<file path="src/rtl/decode_stage.sv">
// Registered, elastic RV32/RV64 instruction-decode stage.
// Decodes one instruction per cycle into class codes, ALU select, a sign-extended
// immediate and register indices, then queues the result in a 2-entry skid buffer
// with a valid/ready handshake, flush, and a saturating illegal-instruction counter.
module decode_stage #(
    parameter int XLEN  = 32,
    parameter int CNT_W = 8
) (
    input  logic             clk,
    input  logic             rst,
    input  logic             flush,
    input  logic             in_valid,
    output logic             in_ready,
    input  logic [31:0]      in_instr,
    input  logic [XLEN-1:0]  in_pc,
    output logic             out_valid,
    input  logic             out_ready,
    output logic [XLEN-1:0]  out_pc,
    output logic [4:0]       out_ib,
    output logic [4:0]       out_sb,
    output logic [3:0]       out_op_s,
    output logic [XLEN-1:0]  out_imm,
    output logic [4:0]       out_rs1,
    output logic [4:0]       out_rs2,
    output logic [4:0]       out_rd,
    output logic             out_illegal,
    output logic [CNT_W-1:0] illegal_cnt
);

    localparam logic [6:0] OP_R      = 7'b0110011;
    localparam logic [6:0] OP_IARITH = 7'b0010011;
    localparam logic [6:0] OP_LOAD   = 7'b0000011;
    localparam logic [6:0] OP_STORE  = 7'b0100011;
    localparam logic [6:0] OP_LUI    = 7'b0110111;
    localparam logic [6:0] OP_AUIPC  = 7'b0010111;
    localparam logic [6:0] OP_BRANCH = 7'b1100011;
    localparam logic [6:0] OP_JAL    = 7'b1101111;
    localparam logic [6:0] OP_JALR   = 7'b1100111;
    localparam logic [6:0] OP_SYSTEM = 7'b1110011;

    typedef struct packed {
        logic [XLEN-1:0] pc;
        logic [4:0]      ib;
        logic [4:0]      sb;
        logic [3:0]      op_s;
        logic [XLEN-1:0] imm;
        logic [4:0]      rs1;
        logic [4:0]      rs2;
        logic [4:0]      rd;
        logic            illegal;
    } entry_t;

    entry_t          dec;
    entry_t          slot_q [2];
    logic            rd_ptr_q;
    logic            wr_ptr_q;
    logic [1:0]      count_q;
    logic [1:0]      count_next;
    logic            in_ready_q;
    logic [CNT_W-1:0] cnt_q;
    logic            accept;
    logic            deq;

    logic [6:0]      opcode;
    logic [2:0]      funct3;
    logic [6:0]      funct7;
    logic [XLEN-1:0] i_imm;
    logic [XLEN-1:0] s_imm;
    logic [XLEN-1:0] b_imm;
    logic [XLEN-1:0] u_imm;
    logic [XLEN-1:0] j_imm;
    logic            legal;

    assign opcode = in_instr[6:0];
    assign funct3 = in_instr[14:12];
    assign funct7 = in_instr[31:25];

    // Immediates are assembled at their natural width and sign-extended to XLEN.
    assign i_imm = XLEN'($signed(in_instr[31:20]));
    assign s_imm = XLEN'($signed({in_instr[31:25], in_instr[11:7]}));
    assign b_imm = XLEN'($signed({in_instr[31], in_instr[7], in_instr[30:25],
                                  in_instr[11:8], 1'b0}));
    assign u_imm = XLEN'($signed({in_instr[31:12], 12'b0}));
    assign j_imm = XLEN'($signed({in_instr[31], in_instr[19:12], in_instr[20],
                                  in_instr[30:21], 1'b0}));

    // Combinational decode of the incoming instruction word.
    always_comb begin
        // NOTE: every field gets a default first so no path leaves it unassigned (no latch).
        dec         = '0;
        dec.pc      = in_pc;
        dec.rs1     = in_instr[19:15];
        dec.rs2     = in_instr[24:20];
        dec.rd      = in_instr[11:7];
        dec.op_s    = {1'b0, funct3};
        legal       = 1'b1;
        unique case (opcode)
            OP_R: begin
                dec.ib   = 5'd5;
                dec.op_s = {in_instr[30], funct3};
                legal    = (funct7 == 7'b0000000) || (funct7 == 7'b0100000);
            end
            OP_IARITH: begin
                dec.ib  = 5'd7;
                dec.imm = i_imm;
                // Only shifts use bit 30 (arithmetic vs logical right shift).
                if (funct3 == 3'b001 || funct3 == 3'b101) begin
                    dec.op_s = {in_instr[30], funct3};
                end
            end
            OP_LOAD:   begin dec.ib = 5'd1;  dec.sb = 5'd9; dec.imm = i_imm; end
            OP_STORE:  begin dec.ib = 5'd1;  dec.sb = 5'd3; dec.imm = s_imm; end
            OP_LUI:    begin dec.ib = 5'd2;  dec.imm = u_imm; end
            OP_AUIPC:  begin dec.ib = 5'd4;  dec.imm = u_imm; end
            OP_BRANCH: begin dec.ib = 5'd12; dec.imm = b_imm; end
            OP_JAL:    begin dec.ib = 5'd16; dec.imm = j_imm; end
            OP_JALR:   begin dec.ib = 5'd20; dec.imm = i_imm; end
            OP_SYSTEM: begin dec.ib = 5'd24; dec.imm = i_imm; end
            default:   legal = 1'b0;
        endcase
        // Illegal entries keep pc and register fields but zero the decoded fields.
        if (!legal || in_instr[1:0] != 2'b11 || in_instr == 32'h0) begin
            dec.illegal = 1'b1;
            dec.ib      = '0;
            dec.sb      = '0;
            dec.op_s    = '0;
            dec.imm     = '0;
        end
    end

    assign out_valid = (count_q != 2'd0);
    assign accept    = in_valid & in_ready_q & ~flush;
    assign deq       = out_valid & out_ready;

    // Occupancy after this cycle's enqueue/dequeue; simultaneous both leaves it unchanged.
    always_comb begin
        count_next = count_q;
        if (accept && !deq) begin
            count_next = count_q + 2'd1;
        end else if (!accept && deq) begin
            count_next = count_q - 2'd1;
        end
    end

    // Skid-buffer storage, pointers, occupancy and registered ready.
    always_ff @(posedge clk) begin
        if (rst) begin
            // NOTE: the two slots are reset so the output data fields read zero after reset.
            for (int i = 0; i < 2; i++) begin
                slot_q[i] <= '0;
            end
            rd_ptr_q   <= 1'b0;
            wr_ptr_q   <= 1'b0;
            count_q    <= 2'd0;
            in_ready_q <= 1'b1;
        end else if (flush) begin
            rd_ptr_q   <= 1'b0;
            wr_ptr_q   <= 1'b0;
            count_q    <= 2'd0;
            in_ready_q <= 1'b1;
        end else begin
            // NOTE: non-blocking assignments so every register samples pre-edge values.
            if (accept) begin
                slot_q[wr_ptr_q] <= dec;
                wr_ptr_q         <= ~wr_ptr_q;
            end
            if (deq) begin
                rd_ptr_q <= ~rd_ptr_q;
            end
            count_q    <= count_next;
            in_ready_q <= (count_next != 2'd2);
        end
    end

    // Saturating count of accepted illegal instructions; survives flush.
    always_ff @(posedge clk) begin
        if (rst) begin
            cnt_q <= '0;
        end else if (accept && dec.illegal && cnt_q != {CNT_W{1'b1}}) begin
            cnt_q <= cnt_q + 1'b1;
        end
    end

    assign in_ready    = in_ready_q;
    assign illegal_cnt = cnt_q;
    assign out_pc      = slot_q[rd_ptr_q].pc;
    assign out_ib      = slot_q[rd_ptr_q].ib;
    assign out_sb      = slot_q[rd_ptr_q].sb;
    assign out_op_s    = slot_q[rd_ptr_q].op_s;
    assign out_imm     = slot_q[rd_ptr_q].imm;
    assign out_rs1     = slot_q[rd_ptr_q].rs1;
    assign out_rs2     = slot_q[rd_ptr_q].rs2;
    assign out_rd      = slot_q[rd_ptr_q].rd;
    assign out_illegal = slot_q[rd_ptr_q].illegal;

endmodule

</file>
<file path="config.mk">
export PLATFORM = sky130hd
export DESIGN_NAME = decode_stage
export DESIGN_NICKNAME = d
export VERILOG_FILES = /design/src/rtl/decode_stage.sv
export SDC_FILE = /design/constraint.sdc
export NUM_CORES = 1
export LEC_CHECK = 0
export CAP_MARGIN = 20
export CELL_PAD_IN_SITES_DETAIL_PLACEMENT = 1
export CELL_PAD_IN_SITES_GLOBAL_PLACEMENT = 1
export CORE_MARGIN = 3
export CORE_UTILIZATION = 38
export CTS_CLUSTER_SIZE = 12
export DETAILED_ROUTE_END_ITERATION = 10
export PLACE_DENSITY_LB_ADDON = 0.08
export SYNTH_ARGS = -nofsm -noshare
export SYNTH_HDL_FRONTEND = slang
export SYNTH_SLANG_ARGS = --single-unit
</file>
<file path="constraint.sdc">
create_clock -name clk -period 6 [get_ports clk]
set_clock_uncertainty 0.2 [all_clocks]
set_input_delay 0.6 -clock clk [delete_from_list [all_inputs] [get_ports clk]]
set_output_delay 0.6 -clock clk [all_outputs]
set_load 0.02 [all_outputs]
</file>
==> impl_metrics.prom, run 1 <==
# TYPE chip_impl_metric gauge
chip_impl_metric{name="final_min_period_over_clock_period",unit="%"} 62.37
chip_impl_metric{name="critical_path_arrival",unit="ns"} 2.94
chip_impl_info{name="biggest_area_contributors_in_the_synthesized_netlist",value="sky130_fd_sc_hd__edfxtp_1 (62%), sky130_fd_sc_hd__mux2_2 (12%), sky130_fd_sc_hd__and2_1 (7.3%)"} 1
chip_impl_metric{name="number_of_library_cell_types_mapped_by_synthesis",unit=""} 48
chip_impl_metric{name="design.final.nets",unit=""} 893
chip_impl_metric{name="clk_latency",unit="ns"} 0.44
chip_impl_info{name="hold_path_class",value="reg2reg"} 1
chip_impl_info{name="clock_tree.root_cell",value="sky130_fd_sc_hd__clkbuf_16"} 1
chip_impl_metric{name="global_route_wire_length_before_repair",unit="um"} 36620
chip_impl_metric{name="boundaryPins",unit=""} 173
chip_impl_metric{name="leakage_power_total",unit="nW"} 4.305
chip_impl_metric{name="place_hpwl",unit="um"} 14950
chip_impl_metric{name="detailedRoute.firstPassIterationCount",unit=""} 4
chip_impl_metric{name="cpPeakStageDelay",unit="ns"} 0.95
chip_impl_metric{name="gp_congestion",unit=""} 0.7841
chip_impl_info{name="hp-start",value="illegal_cnt[7]"} 1
chip_impl_metric{name="yosysSeqAreaShare",unit="%"} 64.70
chip_impl_metric{name="edff_count_synth",unit=""} 184
chip_impl_metric{name="post_cts.repair.setup_buffers",unit=""} 0
chip_impl_info{name="yosys_most_used_dff",value="sky130_fd_sc_hd__edfxtp_1"} 1
chip_impl_metric{name="tritoncts.num_buffers",unit=""} 17
chip_impl_metric{name="die_w",unit="um"} 159.7
chip_impl_metric{name="std_cell_rows",unit=""} 55
chip_impl_metric{name="drt_iter0_markers",unit=""} 307
chip_impl_metric{name="share_of_final_layout_standard_cells_stronger_than_drive_strength_1",unit="%"} 17.60
chip_impl_metric{name="timing.max_slew.rel_slack",unit="%"} 31.64
chip_impl_info{name="worstPathCellList",value="buf_4 > mux2_2 > clkdlybuf4s50_1"} 1
chip_impl_metric{name="clk_pin_slew_worst_paths",unit="ns"} 0.08
chip_impl_info{name="synth_top_cell_by_area",value="sky130_fd_sc_hd__edfxtp_1"} 1
chip_impl_metric{name="grt_usage",unit="%"} 18.39
chip_impl_metric{name="avgViaCountPerCell",unit=""} 5.111
chip_impl_metric{name="routed_wirelength",unit="um"} 23120
chip_impl_metric{name="num_antenna_cells",unit=""} 0
chip_impl_metric{name="wl_per_cell",unit="um"} 20.14
chip_impl_metric{name="fin_util",unit="%"} 50.63
chip_impl_metric{name="grt_remaining_overflow",unit=""} 0
chip_impl_metric{name="worstMarginPinSlew",unit="ns"} 1.017
chip_impl_metric{name="clock_tree.htree_level_count",unit=""} 4
chip_impl_metric{name="critPathRequiredTime",unit="ns"} 5.20
chip_impl_metric{name="dieArea",unit="sq um"} 25490
chip_impl_metric{name="syn-mean-instance-area",unit="sq um"} 13.51
chip_impl_metric{name="first_global_vias",unit=""} 6473
chip_impl_metric{name="cells_after_synthesis",unit=""} 664
chip_impl_metric{name="worst_case_hold_slack",unit="ns"} 0.3197
chip_impl_info{name="worst_setup_path_start_kind",value="register"} 1
chip_impl_info{name="grt_setup_unrepaired",value="no"} 1
chip_impl_metric{name="period_minus_slack",unit="ns"} 3.742
chip_impl_metric{name="timing.final.hold_violations",unit=""} 0
chip_impl_metric{name="detailroute.via_count",unit=""} 5868
chip_impl_metric{name="cts_buffer_depth",unit=""} 2
chip_impl_metric{name="chipHeight",unit="um"} 159.7
chip_impl_info{name="cts_tree",value="built"} 1
chip_impl_metric{name="power.ir.vdd_worst",unit="mV"} 0.1619
chip_impl_metric{name="netlist_area",unit="sq um"} 8974
chip_impl_metric{name="finalSetupViolCount",unit=""} 0
chip_impl_metric{name="timing.hold.worst_path_depth",unit=""} 2
chip_impl_metric{name="fp.coreArea",unit="sq um"} 22920
chip_impl_info{name="yosys.cell_count.top_type",value="sky130_fd_sc_hd__edfxtp_1"} 1
chip_impl_metric{name="synth_async_sr_flop_share",unit="%"} 0
chip_impl_metric{name="p_per_area",unit="nW/um^2"} 268.5
chip_impl_metric{name="setup_tns",unit="ns"} 0
chip_impl_metric{name="number_of_antenna_violations_at_the_first_check_in_global_routing",unit=""} 0
chip_impl_metric{name="cts_resized",unit=""} 0
chip_impl_metric{name="critical_path_peak_fanout",unit=""} 62
chip_impl_info{name="worstReg2RegStart",value="wr_ptr_q"} 1
chip_impl_metric{name="clock_sink_count",unit=""} 198
chip_impl_metric{name="port_buffers",unit=""} 170
chip_impl_metric{name="synth_seq_cells",unit=""} 198
chip_impl_metric{name="synth_top_cell_area_share",unit="%"} 61.57
chip_impl_metric{name="number_of_routed_nets_with_antenna_violations",unit=""} 0
chip_impl_metric{name="layout-area-overhead-vs-synth",unit="%"} 29.29
chip_impl_metric{name="max_cap_violations",unit=""} 0
chip_impl_info{name="post_synth_most_frequent_cells",value="sky130_fd_sc_hd__edfxtp_1 (184), sky130_fd_sc_hd__and2_1 (105), sky130_fd_sc_hd__mux2_2 (92)"} 1
chip_impl_info{name="crit_path_top_delay_cell",value="sky130_fd_sc_hd__dfxtp_4"} 1
chip_impl_metric{name="timing.reg2reg.worst_path_depth",unit=""} 5
chip_impl_metric{name="ctsHoldBuffers",unit=""} 0
chip_impl_metric{name="ys.warnings.count",unit=""} 0
chip_impl_metric{name="max_freq",unit="MHz"} 267.2
chip_impl_info{name="crit_path_end_kind",value="output pin"} 1
chip_impl_metric{name="pin_count_of_the_biggest_net_entering_global_routing",unit=""} 72
chip_impl_metric{name="route.detailed.drc",unit=""} 0
chip_impl_info{name="criticalPathCategory",value="reg2out"} 1
chip_impl_metric{name="final-max-slew-violation-count",unit=""} 0
chip_impl_metric{name="initial_core_utilization",unit="%"} 39.16
chip_impl_info{name="run_status",value="finished, final reports clean"} 1
-- flip-flops by register name, summed over array words and instances, names as in the netlist, named ones only --
signal       count
slot_q         184
illegal_cnt      8
count_q          2
in_ready         1
rd_ptr_q         1
wr_ptr_q         1
-- worst paths after layout --
| check | slack, ns | to |
|---|---|---|
| worst min-delay path | 0.32 | illegal_cnt[7] |
| worst max-delay path | 2.26 | out_imm[12] |
| worst min register to register | 0.32 | illegal_cnt[7] |
| worst max register to register | 3.43 | slot_q[1][26] |
-- placed cells by master (no fill, tap or decap), types with 5 or more instances in the layout --
| cell | instances |
|---|---|
| sky130_fd_sc_hd__xnor2_1 | 5 |
| sky130_fd_sc_hd__mux2_2 | 92 |
| sky130_fd_sc_hd__a21oi_1 | 21 |
| sky130_fd_sc_hd__a22oi_1 | 6 |
| sky130_fd_sc_hd__a21o_1 | 22 |
| sky130_fd_sc_hd__inv_1 | 11 |
| sky130_fd_sc_hd__and2_1 | 105 |
| sky130_fd_sc_hd__nor3_1 | 11 |
| sky130_fd_sc_hd__nand3_1 | 8 |
| sky130_fd_sc_hd__nand2_1 | 11 |
| sky130_fd_sc_hd__inv_8 | 7 |
| sky130_fd_sc_hd__clkbuf_16 | 17 |
| sky130_fd_sc_hd__dfxtp_1 | 13 |
| sky130_fd_sc_hd__or3_1 | 7 |
| sky130_fd_sc_hd__clkdlybuf4s50_1 | 170 |
| sky130_fd_sc_hd__edfxtp_1 | 184 |
| sky130_fd_sc_hd__buf_4 | 7 |
| sky130_fd_sc_hd__o21ai_0 | 7 |
| sky130_fd_sc_hd__nor2_1 | 66 |
-- report_power, final --
part	switching [mW]	internal, mW	total (mW)	leakage [nW]
Combinational	0.201	0.179	0.380	1.97
Sequential	0.0222	1.58	1.60	2.04
Clock	0.577	0.560	1.14	0.285
Total	0.800	2.32	3.12	4.30
-- metal layers --
metal,track usage (%),part of all wire (%)
met1,24.22,45
met2,31.44,50
met3,3.243,4.2
met4,4.974,1.1
met5,0,0
-- critical path: cells and delay by family (launching register included) --
family	cells	cell delay (ns)
flops	1	0.95
buf+inv	2	1.09
mux	1	0.43
-- metrics by stage --
step | power (mW) | setup WS, ns | cell area [sq um] | std cells
after floorplan | 1.825 | 0.08429 | 8977 | 665
after global placement | 2.008 | 2.354 | 11000 | 1113
after detailed placement | 2.016 | 2.364 | 11020 | 1115
after CTS | 3.150 | 2.175 | 11590 | 1147
after global routing | 3.235 | 2.099 | 11600 | 1148
final | 3.115 | 2.258 | 11600 | 1148
-- cells by family (layout without fill, tap and decap cells) --
family | count (synthesis) | in the layout | share of synthesized area [%]
fa+ha+maj | 4 | 4 | 0.5019
compound gates | 71 | 71 | 5.396
mux | 94 | 94 | 11.77
other cells | 1 | 2 | 0.04179
buf+inv | 53 | 223 | 2.552
simple gates | 237 | 237 | 14.46
flops | 198 | 198 | 64.70
xor+xnor | 6 | 6 | 0.5856
-- final cells by class --
cell class                      instances  area (sq um)
Clock buffer                           17         425.4
Clock inverter                         15         151.4
Fill cell                            2320         11310
Inverter                               11         41.29
Multi-Input combinational cell        414          2982
Sequential cell                       198          5809
Tap cell                              313         391.6
Timing Repair Buffer                  180          1802
(Power assumes the default switching activity.)
==> run 2, diff against run 1 <==
--- a/config.mk
+++ b/config.mk
@@ -9,7 +9,7 @@
 export CELL_PAD_IN_SITES_DETAIL_PLACEMENT = 1
 export CELL_PAD_IN_SITES_GLOBAL_PLACEMENT = 1
 export CORE_MARGIN = 3
-export CORE_UTILIZATION = 38
+export CORE_UTILIZATION = 42
 export CTS_CLUSTER_SIZE = 12
 export DETAILED_ROUTE_END_ITERATION = 10
 export PLACE_DENSITY_LB_ADDON = 0.08
==> constraint.sdc (replaced) <==
create_clock -name clk -period 3.6 [get_ports clk]
set_clock_uncertainty 0.2 [all_clocks]
set_input_delay 0.36 -clock clk [delete_from_list [all_inputs] [get_ports clk]]
set_output_delay 0.36 -clock clk [all_outputs]
set_load 0.02 [all_outputs]
==> impl_metrics.prom, run 2 (same netlist as run 1, synthesis figures left out) <==
# TYPE chip_impl_metric gauge
chip_impl_metric{name="fp.coreArea",unit="sq um"} 20620
chip_impl_metric{name="number_of_antenna_violations_at_the_first_check_in_global_routing",unit=""} 0
chip_impl_metric{name="number_of_routed_nets_with_antenna_violations",unit=""} 0
chip_impl_metric{name="tritoncts.num_buffers",unit=""} 17
chip_impl_info{name="crit_path_end_kind",value="output pin"} 1
chip_impl_metric{name="timing.final.hold_violations",unit=""} 0
chip_impl_metric{name="timing.max_slew.rel_slack",unit="%"} 34.42
chip_impl_info{name="run_status",value="finished, final reports clean"} 1
chip_impl_metric{name="std_cell_rows",unit=""} 52
chip_impl_metric{name="final_area",unit="sq um"} 11620
chip_impl_metric{name="design.final.nets",unit=""} 903
chip_impl_info{name="clock_tree.root_cell",value="sky130_fd_sc_hd__clkbuf_16"} 1
chip_impl_metric{name="place_hpwl",unit="um"} 14870
chip_impl_metric{name="reg2reg_setup_slack",unit="ns"} 1.13
chip_impl_metric{name="clk_latency",unit="ns"} 0.42
chip_impl_metric{name="final_min_period_over_clock_period",unit="%"} 81.98
chip_impl_metric{name="chipHeight",unit="um"} 152.2
chip_impl_metric{name="cts_buffer_depth",unit=""} 2
chip_impl_metric{name="avgViaCountPerCell",unit=""} 5.244
chip_impl_metric{name="clk_pin_slew_worst_paths",unit="ns"} 0.07
chip_impl_metric{name="fin_util",unit="%"} 56.35
chip_impl_metric{name="share_of_final_layout_standard_cells_stronger_than_drive_strength_1",unit="%"} 18.22
chip_impl_metric{name="grt_remaining_overflow",unit=""} 0
chip_impl_info{name="critPathCapture",value="out_imm[12]"} 1
chip_impl_metric{name="worst_case_hold_slack",unit="ns"} 0.3197
chip_impl_metric{name="initial_core_utilization",unit="%"} 43.51
chip_impl_metric{name="layout-area-overhead-vs-synth",unit="%"} 29.52
chip_impl_metric{name="drt_iter0_markers",unit=""} 320
chip_impl_metric{name="gp_congestion",unit=""} 0.8389
chip_impl_metric{name="ctsHoldBuffers",unit=""} 0
chip_impl_info{name="grt_setup_unrepaired",value="no"} 1
chip_impl_metric{name="clock_tree.htree_level_count",unit=""} 4
chip_impl_metric{name="worstMarginPinSlew",unit="ns"} 0.9762
chip_impl_metric{name="first_global_vias",unit=""} 6288
chip_impl_metric{name="critPathRequiredTime",unit="ns"} 3.04
chip_impl_info{name="criticalPathCategory",value="reg2out"} 1
chip_impl_metric{name="grt_usage",unit="%"} 19.25
chip_impl_metric{name="max_freq",unit="MHz"} 338.9
chip_impl_info{name="most_frequent_cells_in_the_layout",value="sky130_fd_sc_hd__edfxtp_1 (184), sky130_fd_sc_hd__clkdlybuf4s50_1 (170), sky130_fd_sc_hd__and2_1 (105)"} 1
chip_impl_info{name="cts_tree",value="built"} 1
chip_impl_metric{name="cts_resized",unit=""} 0
chip_impl_metric{name="dieArea",unit="sq um"} 23160
chip_impl_metric{name="post_cts.repair.setup_buffers",unit=""} 0
chip_impl_metric{name="detailroute.via_count",unit=""} 5852
chip_impl_info{name="most_common_cell_after_layout_fill_and_taps_aside",value="sky130_fd_sc_hd__edfxtp_1"} 1
chip_impl_metric{name="routed_wirelength",unit="um"} 22460
chip_impl_metric{name="largest_register_ffs",unit=""} 184
chip_impl_info{name="regMostFlops",value="slot_q"} 1
chip_impl_metric{name="detailedRoute.firstPassIterationCount",unit=""} 5
chip_impl_info{name="regToRegEndpoint",value="illegal_cnt[5]"} 1
chip_impl_info{name="worstReg2RegStart",value="illegal_cnt[0]"} 1
chip_impl_metric{name="global_route_wire_length_before_repair",unit="um"} 35460
chip_impl_metric{name="period_minus_slack",unit="ns"} 2.951
chip_impl_info{name="hold_path_class",value="reg2reg"} 1
chip_impl_metric{name="pin_count_of_the_biggest_net_entering_global_routing",unit=""} 77
chip_impl_metric{name="max_cap_violations",unit=""} 0
chip_impl_metric{name="finalSetupViolCount",unit=""} 0
chip_impl_metric{name="port_buffers",unit=""} 170
chip_impl_metric{name="final-max-slew-violation-count",unit=""} 0
chip_impl_metric{name="die_w",unit="um"} 152.2
chip_impl_metric{name="route.detailed.drc",unit=""} 0
chip_impl_metric{name="critical_path_peak_fanout",unit=""} 30
chip_impl_metric{name="p_per_area",unit="nW/um^2"} 441.4
chip_impl_metric{name="critical_path_arrival",unit="ns"} 2.39
chip_impl_info{name="worst_setup_path_start_kind",value="register"} 1
chip_impl_metric{name="boundaryPins",unit=""} 173
chip_impl_metric{name="clock_sink_count",unit=""} 198
chip_impl_metric{name="timing.reg2reg.worst_path_depth",unit=""} 6
chip_impl_metric{name="wl_per_cell",unit="um"} 20.12
chip_impl_metric{name="power.ir.vdd_worst",unit="mV"} 0.3076
chip_impl_metric{name="leakage_power_total",unit="nW"} 4.345
chip_impl_metric{name="placed_inst_area",unit="sq um"} 11050
## run 2: cell types whose count changed in the layout (fill, tap and decap cells not counted), sizes merged
cell,delta
inv,-3
clkinvlp,+1
buf,+11
diode,+1
clkbuf,+1
## run 2: power breakdown
part           switching [mW]  internal, mW
sequential             0.0345          2.63
combinational           0.336         0.303
clock                   0.904         0.924
## run 2: final cells by class
type,count,area (sq um)
timing repair buffer,190,1889
sequential,198,5809
clock buffer,19,432.9
fill,2051,9002
multi-input combinational,414,2975
clock inverter,13,133.9
tap,270,337.8
antenna,1,2.502
inverter,11,41.29
## run 2: routing by layer
metal	part of all wire (%)	routed length, um	up-vias	global-route usage, %
met1	44	9916	2944	25.89
met5	0	0	-	0
met2	50	11210	167	32.15
met4	0.74	166	0	5.094
met3	5.2	1163	11	3.863
li1	-	-	2730	-
## run 2: critical path: stages, from the launching register on
cell	delay, ns
sky130_fd_sc_hd__dfxtp_4	0.66
sky130_fd_sc_hd__buf_4	0.36
sky130_fd_sc_hd__mux2_2	0.41
sky130_fd_sc_hd__clkdlybuf4s50_1	0.55
## run 2: worst min path at each step
stage / endpoint / slack [ns] / from / cells after the start
2_1_floorplan: register / 0.28 / rd_ptr_q / 2
3_3_place_gp: illegal_cnt[5] / 0.28 / illegal_cnt[5] / 2
3_5_place_dp: register / 0.31 / rd_ptr_q / 2
4_1_cts: illegal_cnt[7] / 0.32 / illegal_cnt[7] / 2
5_1_grt: illegal_cnt[5] / 0.34 / illegal_cnt[5] / 2
6_report: illegal_cnt[7] / 0.32 / illegal_cnt[7] / 2
## run 2: stage by stage
stage          worst slack, ns  std cells  power [mW]  TNS, ns
4_1_cts                 0.5963       1115       5.184        0
5_1_grt                 0.5142       1115       5.313        0
6_report                0.6488       1116       5.130        0
3_3_place_gp            0.5809       1083       3.342        0
3_5_place_dp            0.4331       1083       3.361        0
2_1_floorplan          -0.1890        665       3.032   -34.77
